File: src/rtl/inst_prefetch_queue_pkg.sv
// Shared types and constants for the instruction prefetch queue and its FIFO.
package inst_prefetch_queue_pkg;

   typedef enum logic [1:0] {
      IDLE,
      WAIT,
      DISCARD
   } pf_state_t;

   localparam logic [31:0] NOP_WORD = 32'h0;
   localparam logic [31:0] PC_STEP  = 32'd4;

   typedef struct packed {
      logic [31:0] instr;
      logic [31:0] pc;
   } pf_entry_t;

endpackage

File: src/rtl/inst_prefetch_queue_if.sv
// Instruction-memory handshake, redirect and pipeline-side signals of the prefetch queue.
interface inst_prefetch_queue_if;

   logic        imem_req;
   logic [31:0] imem_addr;
   logic        imem_ack;
   logic [31:0] imem_rdata;
   logic        redirect;
   logic [31:0] redirect_pc;
   logic        deq;
   logic        valid;
   logic [31:0] instruction;
   logic [31:0] inst_pc;

   // master: the prefetch queue itself; slave: memory plus pipeline environment
   modport master (
      output imem_req, imem_addr, valid, instruction, inst_pc,
      input  imem_ack, imem_rdata, redirect, redirect_pc, deq
   );

   modport slave (
      input  imem_req, imem_addr, valid, instruction, inst_pc,
      output imem_ack, imem_rdata, redirect, redirect_pc, deq
   );

endinterface

File: src/rtl/inst_fifo_n.sv
// Register FIFO of {instr, pc} entries with synchronous clear; head is read from storage.
module inst_fifo_n
   import inst_prefetch_queue_pkg::*;
#(
   parameter int unsigned DEPTH = 4,
   localparam int unsigned PTR_W = $clog2(DEPTH),
   localparam int unsigned CNT_W = PTR_W + 1
) (
   input  logic             clk,
   input  logic             reset,
   input  logic             push,
   input  pf_entry_t        push_data,
   input  logic             pop,
   input  logic             clear,
   output logic [CNT_W-1:0] count,
   output pf_entry_t        head
);

   pf_entry_t        mem_q [DEPTH];
   logic [PTR_W-1:0] wr_ptr_q, rd_ptr_q;
   logic [CNT_W-1:0] count_q;

   always_ff @(posedge clk or negedge reset) begin
      if (!reset) begin
         wr_ptr_q <= '0;
         rd_ptr_q <= '0;
         count_q  <= '0;
      end else if (clear) begin
         wr_ptr_q <= '0;
         rd_ptr_q <= '0;
         count_q  <= '0;
      end else begin
         if (push) wr_ptr_q <= wr_ptr_q + PTR_W'(1);
         if (pop)  rd_ptr_q <= rd_ptr_q + PTR_W'(1);
         count_q <= count_q + CNT_W'(push) - CNT_W'(pop);
      end
   end

   // Payload needs no reset: entries are only observed when count != 0.
   always_ff @(posedge clk) begin
      if (push && !clear) mem_q[wr_ptr_q] <= push_data;
   end

   assign count = count_q;
   assign head  = mem_q[rd_ptr_q];

endmodule

File: src/rtl/inst_prefetch_queue.sv
// Sequential instruction prefetcher with redirect flush and a small in-order queue.
// Optional PREFETCH_BYPASS_EN forwards an acked word straight to the outputs when empty.
module inst_prefetch_queue
   import inst_prefetch_queue_pkg::*;
#(
   parameter int unsigned DEPTH    = 4,
   parameter logic [31:0] RESET_PC = 32'h0000_0000
) (
   input  logic                  clk,
   input  logic                  reset,
   inst_prefetch_queue_if.master bus
);

   localparam int unsigned CNT_W = $clog2(DEPTH) + 1;

   pf_state_t        state_q, state_d;
   logic [31:0]      fetch_pc_q, fetch_pc_d;
   logic [31:0]      req_addr_q;
   logic [CNT_W-1:0] count, count_after;
   pf_entry_t        head, push_data;
   logic             ack_live, bypass, push, pop;

   // An ack only delivers usable data in WAIT and when no redirect flushes it.
   assign ack_live = (state_q == WAIT) && bus.imem_ack && !bus.redirect;

`ifdef PREFETCH_BYPASS_EN
   assign bypass = ack_live && (count == '0);
`else
   assign bypass = 1'b0;
`endif

   assign pop         = bus.deq && (count != '0) && !bus.redirect;
   assign push        = ack_live && !(bypass && bus.deq);
   assign count_after = count + CNT_W'(push) - CNT_W'(pop);

   assign push_data.instr = bus.imem_rdata;
   assign push_data.pc    = fetch_pc_q;

   inst_fifo_n #(
      .DEPTH(DEPTH)
   ) u_fifo (
      .clk      (clk),
      .reset    (reset),
      .push     (push),
      .push_data(push_data),
      .pop      (pop),
      .clear    (bus.redirect),
      .count    (count),
      .head     (head)
   );

   always_comb begin
      state_d    = state_q;
      fetch_pc_d = fetch_pc_q;
      case (state_q)
         IDLE: begin
            if (bus.redirect) begin
               fetch_pc_d = bus.redirect_pc;
            end else if (count < CNT_W'(DEPTH)) begin
               state_d = WAIT;
            end
         end
         WAIT: begin
            if (bus.redirect) begin
               fetch_pc_d = bus.redirect_pc;
               state_d    = bus.imem_ack ? IDLE : DISCARD;
            end else if (bus.imem_ack) begin
               fetch_pc_d = fetch_pc_q + PC_STEP;
               state_d    = (count_after < CNT_W'(DEPTH)) ? WAIT : IDLE;
            end
         end
         DISCARD: begin
            if (bus.redirect) fetch_pc_d = bus.redirect_pc;
            if (bus.imem_ack) state_d = IDLE;
         end
         default: state_d = IDLE;
      endcase
   end

   always_ff @(posedge clk or negedge reset) begin
      if (!reset) begin
         state_q    <= IDLE;
         fetch_pc_q <= RESET_PC;
         req_addr_q <= RESET_PC;
      end else begin
         state_q    <= state_d;
         fetch_pc_q <= fetch_pc_d;
         // DISCARD keeps the old address so the abandoned request stays stable.
         if (state_d == WAIT) req_addr_q <= fetch_pc_d;
      end
   end

   assign bus.imem_req  = (state_q != IDLE);
   assign bus.imem_addr = bus.imem_req ? req_addr_q : 32'h0;

   always_comb begin
      bus.valid       = 1'b0;
      bus.instruction = NOP_WORD;
      bus.inst_pc     = NOP_WORD;
      if (count != '0) begin
         bus.valid       = 1'b1;
         bus.instruction = head.instr;
         bus.inst_pc     = head.pc;
      end else if (bypass) begin
         bus.valid       = 1'b1;
         bus.instruction = bus.imem_rdata;
         bus.inst_pc     = fetch_pc_q;
      end
   end

endmodule

File: src/flat_wrapper.sv
// flat-port wrapper written by rule: the top's interface ports become plain ports
module inst_prefetch_queue_flat import inst_prefetch_queue_pkg::*;
#(
   parameter int unsigned DEPTH    = 4,
   parameter logic [31:0] RESET_PC = 32'h0000_0000
)
  (clk, reset, bus_imem_req, bus_imem_addr, bus_valid, bus_instruction, bus_inst_pc, bus_imem_ack, bus_imem_rdata, bus_redirect, bus_redirect_pc, bus_deq);
  inst_prefetch_queue_if bus_i ();
  input  logic clk;
  input  logic reset;
  output wire logic [$bits(bus_i.imem_req)-1:0] bus_imem_req;
  output wire logic [$bits(bus_i.imem_addr)-1:0] bus_imem_addr;
  output wire logic [$bits(bus_i.valid)-1:0] bus_valid;
  output wire logic [$bits(bus_i.instruction)-1:0] bus_instruction;
  output wire logic [$bits(bus_i.inst_pc)-1:0] bus_inst_pc;
  input wire logic [$bits(bus_i.imem_ack)-1:0] bus_imem_ack;
  input wire logic [$bits(bus_i.imem_rdata)-1:0] bus_imem_rdata;
  input wire logic [$bits(bus_i.redirect)-1:0] bus_redirect;
  input wire logic [$bits(bus_i.redirect_pc)-1:0] bus_redirect_pc;
  input wire logic [$bits(bus_i.deq)-1:0] bus_deq;
  assign bus_imem_req = bus_i.imem_req;
  assign bus_imem_addr = bus_i.imem_addr;
  assign bus_valid = bus_i.valid;
  assign bus_instruction = bus_i.instruction;
  assign bus_inst_pc = bus_i.inst_pc;
  assign bus_i.imem_ack = bus_imem_ack;
  assign bus_i.imem_rdata = bus_imem_rdata;
  assign bus_i.redirect = bus_redirect;
  assign bus_i.redirect_pc = bus_redirect_pc;
  assign bus_i.deq = bus_deq;
  inst_prefetch_queue #(.DEPTH(DEPTH), .RESET_PC(RESET_PC)) u_core (.clk(clk), .reset(reset), .bus(bus_i));
endmodule
File: config.mk
export PLATFORM = sky130hd
export DESIGN_NAME = inst_prefetch_queue_flat
export DESIGN_NICKNAME = d
export VERILOG_FILES = /design/src/rtl/inst_prefetch_queue_pkg.sv /design/src/rtl/inst_prefetch_queue_if.sv /design/src/rtl/inst_fifo_n.sv /design/src/rtl/inst_prefetch_queue.sv /design/src/flat_wrapper.sv
export SDC_FILE = /design/constraint.sdc
export NUM_CORES = 1
export LEC_CHECK = 0
export ABC_AREA = 1
export CAP_MARGIN = 10
export CORE_MARGIN = 2
export CORE_UTILIZATION = 40
export DETAILED_ROUTE_END_ITERATION = 10
export SYNTH_ARGS = -nofsm -noshare
export SYNTH_HDL_FRONTEND = slang
export SYNTH_SLANG_ARGS = --single-unit
File: constraint.sdc
create_clock -name clk -period 4.5 [get_ports clk]
set_input_delay 0.45 -clock clk [delete_from_list [all_inputs] [get_ports clk]]
set_output_delay 0.45 -clock clk [all_outputs]
set_load 0.01 [all_outputs]
==> impl_metrics.py, run 1 <==
metrics = {
    "status": {
        "outcome": "complete, but fails checks",
        "violations": "hold timing",
    },
    "drt": {
        "drc_errors": 0,
        "viasPerCell": 5.134,
        "via_count": 10808,
        "first_pass_iters": 8,
        "drtIter0Drc": 829,
        "wl_per_cell_um": 17.45,
        "wirelength_um": 36730,
        "ant_nets": 0,
    },
    "place": {
        "place_ws_ns": 0.5453,
        "placed_area_sq_um": 16780,
        "place.gp.congestion": 0.8743,
        "portBuffers": 166,
        "dp_cells": 2045,
        "hpwl_um": 22270,
    },
    "clocking": {
        "cts_max_path_buffers": 3,
        "postCtsSetupBuffers": 0,
        "numCtsBuffers": 35,
        "clock_sinks": 329,
        "post_cts_resized": 0,
        "root_buffer": "clkbuf_16",
        "postCtsHoldBufs": 0,
        "path_clk_slew_ns": 0.06,
        "insertion_delay_ns": 0.52,
        "cts_max_level": 2,
        "cts_tree": "built",
    },
    "timing": {
        "fin_tns_setup_ns": 0,
        "setup_ws_ns": 0.7646,
        "timing.fmax_mhz": 267.7,
        "rsz0062_at_grt": "false",
        "hold_viol_final": 2,
        "fin_crit_ns": 3.735,
        "relSlewSlack": 0.3875,
        "setup_viol": 0,
        "skew_ns": 0.01482,
        "holdWs_ns": -0.002844,
        "maxSlewViolCount": 0,
        "tightestPinTransition_ns": 0.9188,
        "finalCritPeriodShare": 0.8301,
    },
    "worst_setup_path": {
        "r2r_setup_slack_ns": 0.76,
        "arrival_ns": 4.10,
        "crit_required_ns": 4.87,
        "start_kind": "register",
        "crit_type": "reg2reg",
        "r2r-end": "u_core.req_addr_q[1]",
        "rr_worst_depth": 17,
        "cp-end-kind": "register",
        "path_max_fanout": 40,
        "r2r_start": "u_core.state_q[1]",
    },
    "power_and_ir_drop": {
        "leakage_nw": 6.747,
        "p_int_mw": 6.815,
        "total_power_mw": 10.57,
        "p_seq_frac": 0.405,
        "ir_drop_mv": 0.3366,
        "p_sw_mw": 3.757,
        "swShare": 0.3553,
        "clock_power_share": 0.255,
        "power_density_nw_per_um2": 592.2,
        "combPwrFrac": 0.340,
    },
    "global_route": {
        "grt_max_degree": 85,
        "grt_pass1_vias": 10283,
        "grt_pass1_wl_um": 57480,
        "grt-ovfl-total": 0,
        "grt.total_usage": 0.1918,
        "antenna_found_initial": 0,
    },
    "synth": {
        "netlist_area_sq_um": 14650,
        "synth-seq-cells": 329,
        "synth_ff_type": "edfxtp_1",
        "async_flop_share": 0.2219,
        "synth.avg_cell_area_sq_um": 9.976,
        "syn-instance-count": 1469,
        "syn_nets": 1546,
        "ys_seq_area_frac": 0.6492,
        "yosys_warnings": 0,
        "synth-edff-count": 256,
        "ys_types": 40,
    },
    "job": {
        "max_cap_viol_count": 0,
    },
    "floorplanning": {
        "io_pins": 167,
        "std_cell_rows": 70,
        "dieHeight_um": 195.4,
        "start_util": 0.4032,
        "core_sq_um": 36350,
        "die_area_sq_um": 38180,
        "chipWidth_um": 195.4,
    },
    "finish": {
        "final_util": 0.4912,
        "design_area_sq_um": 17850,
        "diodes": 0,
        "fillers": 3308,
        "area_growth_pct": 21.82,
        "layout_commonest_cell": "nor2_1",
        "drive_gt1_frac": 0.07880,
        "layout.nets": 1691,
        "final_cell_mix": "nor2_1, edfxtp_1, nand2_1",
        "seq_area_sq_um": 9519,
        "final_cells": 2105,
        "multiInputGateArea_sq_um": 4395,
    },
    "hold_path": {
        "min_path_type": "in2async",
    },
}
-- routing by layer --
metal / up-vias / track usage / routed length, um
met5: - / 0 / 0
met4: 0 / 0.05428 / 845
met3: 58 / 0.02591 / 1938
met2: 323 / 0.3056 / 16730
met1: 5199 / 0.2759 / 17210
li1: 5228 / - / -
-- kinds of logic (layout without fill, tap and decap cells) --
group / Yosys count / after routing / synth area share
simple gates: 667 / 667 / 0.1899
flops: 329 / 329 / 0.6492
buf+inv: 194 / 362 / 0.05319
xor+xnor: 2 / 2 / 0.001196
fa+ha+maj: 8 / 8 / 0.007343
mux: 2 / 2 / 0.001537
compound gates: 267 / 267 / 0.09759
-- worst max-delay path by stage --
stage	from	to	slack, ns	cells past startpoint
final	u_core.state_q[1]	u_core.req_addr_q[1]	0.76	17
after global routing	u_core.state_q[1]	u_core.req_addr_q[4]	0.37	17
after CTS	u_core.state_q[1]	u_core.req_addr_q[4]	0.75	17
after detailed placement	bus_imem_ack	u_core.req_addr_q[4]	0.55	17
after global placement	bus_imem_ack	u_core.req_addr_q[3]	0.63	17
after floorplan	bus_redirect	u_core.u_fifo.mem_q[0][0]	0.36	5
-- registers in the layout, indices dropped and copies added, names as in the netlist --
name                    flops
u_core.state_q              2
u_core.u_fifo.rd_ptr_q      2
u_core.u_fifo.count         3
u_core.req_addr_q          32
u_core.fetch_pc_q          32
u_core.u_fifo.mem_q       256
u_core.u_fifo.wr_ptr_q      2
-- Yosys cell counts (2+ instances only) --
| library cell | number | share of area |
|---|---|---|
| o32ai_1 | 10 | 0.0060 |
| nand2_1 | 185 | 0.047 |
| edfxtp_1 | 256 | 0.52 |
| nor2_2 | 7 | 0.0030 |
| or2_2 | 10 | 0.0043 |
| nor3_1 | 5 | 0.0017 |
| ha_1 | 7 | 0.0060 |
| buf_4 | 5 | 0.0026 |
| o22ai_1 | 16 | 0.0068 |
| a21oi_2 | 2 | 0.0012 |
| mux2_2 | 2 | 0.0015 |
| buf_2 | 25 | 0.0085 |
| buf_1 | 15 | 0.0038 |
| nand2_2 | 16 | 0.0068 |
| nand3_1 | 64 | 0.022 |
| inv_2 | 7 | 0.0018 |
| o21ai_1 | 3 | 0.0010 |
| nor2_4 | 7 | 0.0054 |
| nand4_1 | 11 | 0.0047 |
| nor2_1 | 358 | 0.092 |
| clkbuf_1 | 31 | 0.0079 |
| dfrtp_1 | 73 | 0.12 |
| o21ai_0 | 159 | 0.054 |
| a21oi_1 | 69 | 0.024 |
| o221ai_1 | 2 | 0.0012 |
| inv_1 | 110 | 0.028 |
-- worst max-delay path: stages (launching register included) --
cell and delay [ns]:
dfrtp_1 0.43, inv_2 0.09, nand2_2 0.23, nor2_4 0.24, nand2_1 0.10, ha_1 0.28
inv_1 0.06, ha_1 0.13, inv_1 0.05, fa_1 0.40, xnor2_1 0.16, nand2_1 0.08
nand3_1 0.10, nand2_1 0.06, o21ai_2 0.09, nand2_2 0.31, inv_2 0.60, o21ai_0 0.17
-- power groups by stage --
stage / Sequential, mW / Combinational, mW / Clock, mW
2_1_floorplan: 4.11 / 2.08 / 0
3_3_place_gp: 4.31 / 3.59 / 0
3_5_place_dp: 4.33 / 3.63 / 0
4_1_cts: 4.27 / 3.64 / 2.76
5_1_grt: 4.34 / 3.99 / 2.87
6_report: 4.29 / 3.59 / 2.69
-- layout make-up --
class	instances	share of cell area
clock buffers	46	0.05369
clock inverters	14	0.006378
inverters	117	0.02467
multi-input cells	946	0.2462
flip-flops and latches	329	0.5332
well taps	468	0.03280
repair buffers	185	0.1030
No activity file was read; power rests on OpenSTA's default activity.
==> run 2: changes to the inputs <==
Clock period 4.5 ns to 3.9 ns, I/O delays scaled along.
==> run 2 against run 1 <==
The run now ends clean. Critical endpoint is now u_core.req_addr_q[4]. Via count fell by 1.3%. Total power rose by 17%. Sequential share of layout area fell by 0.36 points. Wire length fell by 0.86%. Final area rose by 0.67%. Die area did not move. Non-clock buffer count rose by 4. Critical path type unchanged. Register-to-register slack got worse by 0.11 ns. Core utilization rose by 0.33 points.
==> impl_metrics.py, run 2 (synthesis gave the netlist of run 1 again) <==
metrics = {
    "status": {
        "outcome": "finished clean",
    },
    "timing": {
        "relSlewSlack": 0.3447,
        "skew_ns": 0.01861,
        "finalCritPeriodShare": 0.8329,
        "tightestPinTransition_ns": 0.9830,
        "maxSlewViolCount": 0,
        "rsz0062_at_grt": "false",
        "timing.fmax_mhz": 307.9,
        "hold_viol_final": 0,
        "setup_viol": 0,
        "fin_crit_ns": 3.248,
    },
    "drt": {
        "via_count": 10670,
        "drc_errors": 0,
        "ant_nets": 0,
        "drtIter0Drc": 695,
        "viasPerCell": 5.050,
        "wl_per_cell_um": 17.23,
        "wirelength_um": 36410,
        "first_pass_iters": 5,
    },
    "finish": {
        "final_cells": 2113,
        "drive_gt1_frac": 0.08207,
        "area_growth_pct": 22.64,
        "final_cell_mix": "nor2_1, edfxtp_1, nand2_1",
        "layout_commonest_cell": "nor2_1",
        "layout.nets": 1696,
        "largest_register_ffs": 256,
        "reg.largest.list": "u_core.u_fifo.mem_q x256, u_core.fetch_pc_q x32, u_core.req_addr_q x32",
        "fillers": 3308,
        "diodes": 0,
        "regMostFlops": "u_core.u_fifo.mem_q",
    },
    "floorplanning": {
        "io_pins": 167,
        "std_cell_rows": 70,
        "dieHeight_um": 195.4,
        "start_util": 0.4032,
        "chipWidth_um": 195.4,
        "core_sq_um": 36350,
        "die_area_sq_um": 38180,
    },
    "global_route": {
        "grt_max_degree": 129,
        "grt_pass1_wl_um": 57090,
        "top_usage_layer": "met2",
        "globalRouteMet2Util": 0.3087,
        "antenna_found_initial": 0,
        "grt.total_usage": 0.1908,
        "grt-ovfl-total": 0,
        "grt_pass1_vias": 10345,
        "use_met1": 0.2692,
        "use_met3": 0.02884,
    },
    "clocking": {
        "root_buffer": "clkbuf_16",
        "cts_max_level": 2,
        "path_clk_slew_ns": 0.06,
        "numCtsBuffers": 36,
        "insertion_delay_ns": 0.52,
        "post_cts_resized": 0,
        "cts_max_path_buffers": 3,
        "cts_tree": "built",
        "postCtsHoldBufs": 0,
        "clock_sinks": 329,
        "postCtsSetupBuffers": 0,
    },
    "worst_setup_path": {
        "path_max_fanout": 40,
        "cp-end-kind": "register",
        "cpMaxStageDelayCell": "inv_2",
        "start_kind": "register",
        "rr_worst_depth": 17,
        "crit_required_ns": 4.27,
        "cp_slowest_stage_delay_ns": 0.47,
        "crit_type": "reg2reg",
        "r2r_setup_slack_ns": 0.65,
        "crit_chain": "nor3_2 -> inv_1 -> nand2_1 -> nor2_1 -> ha_1 -> inv_1 -> ha_1 -> inv_1 -> fa_1 -> xnor2_1 -> nand2_1 -> nand3_1 -> nand2_1 -> o21ai_2 -> nand2_2 -> inv_2 -> o21ai_0",
        "critPathTopFamily": "adder cells",
        "path_buf_inv": 4,
        "r2r-end": "u_core.req_addr_q[4]",
        "r2r_start": "u_core.u_fifo.count[1]",
        "arrival_ns": 3.62,
    },
    "power_and_ir_drop": {
        "power_density_nw_per_um2": 690.9,
        "leakage_nw": 6.814,
        "total_power_mw": 12.42,
        "ir_drop_mv": 0.4071,
    },
    "place": {
        "dp_cells": 2049,
        "portBuffers": 166,
        "hpwl_um": 22120,
        "place.gp.congestion": 0.8298,
    },
    "job": {
        "max_cap_viol_count": 0,
    },
    "hold_path": {
        "min_path_type": "in2async",
    },
}
-- run 2: changes by cell type in the layout (fill, tap and decap cells not counted), moves of 2 or more --
| cell | previous run | this run |
|---|---|---|
| buf_4 | 17 | 21 |
| bufinv_16 | 1 | 3 |
| clkbuf_1 | 8 | 12 |
| clkinv_2 | 3 | 6 |
| clkinv_1 | 5 | 3 |
| clkbuf_16 | 36 | 38 |
-- run 2: worst max-delay path by stage --
stage,end,depth (start not counted),start
4_1_cts,u_core.req_addr_q[4],17,u_core.u_fifo.count[1]
3_5_place_dp,u_core.req_addr_q[2],17,bus_imem_ack
3_3_place_gp,u_core.req_addr_q[3],17,bus_imem_ack
2_1_floorplan,u_core.u_fifo.mem_q[0][0],5,bus_redirect
5_1_grt,u_core.req_addr_q[4],17,u_core.u_fifo.count[1]
6_report,u_core.req_addr_q[4],17,u_core.u_fifo.count[1]
-- run 2: layout make-up --
type	count	area, sq um	area share
Sequential cell	329	9519	0.5297
Multi-Input combinational cell	946	4395	0.2446
Timing Repair Buffer	189	1869	0.1040
Clock buffer	51	1010	0.05618
Tap cell	468	585.6	0.03258
Inverter	117	441.7	0.02458
Clock inverter	13	151.4	0.008424
-- run 2: per-layer routing --
metal | vias to the layer above | part of all wire
li1 | 5243 | -
met1 | 5053 | 0.46
met2 | 320 | 0.46
met3 | 54 | 0.056
met4 | 0 | 0.020
met5 | - | 0
-- run 2: metrics by stage --
step | TNS (ns) | hold slack (ns) | worst slack [ns] | utilization | cell area [sq um]
after floorplan | -45.47 | 0.09441 | -0.1776 | - | 14650
after global placement | 0 | 0.4701 | 0.4398 | 0.4625 | 16810
after detailed placement | 0 | 0.4669 | 0.3102 | 0.4625 | 16810
after CTS | 0 | 0.06214 | 0.5935 | 0.4945 | 17970
after global routing | 0 | 0.1035 | 0.3120 | 0.4945 | 17970
final | 0 | 0.02737 | 0.6519 | 0.4945 | 17970
-- run 2: power breakdown --
part | leakage (nW) | internal, mW | total (mW) | switching (mW)
Sequential | 3.19 | 4.37 | 4.89 | 0.524
Combinational | 3.06 | 1.72 | 4.20 | 2.48
Clock | 0.564 | 2.01 | 3.33 | 1.32
Total | 6.81 | 8.09 | 12.4 | 4.33
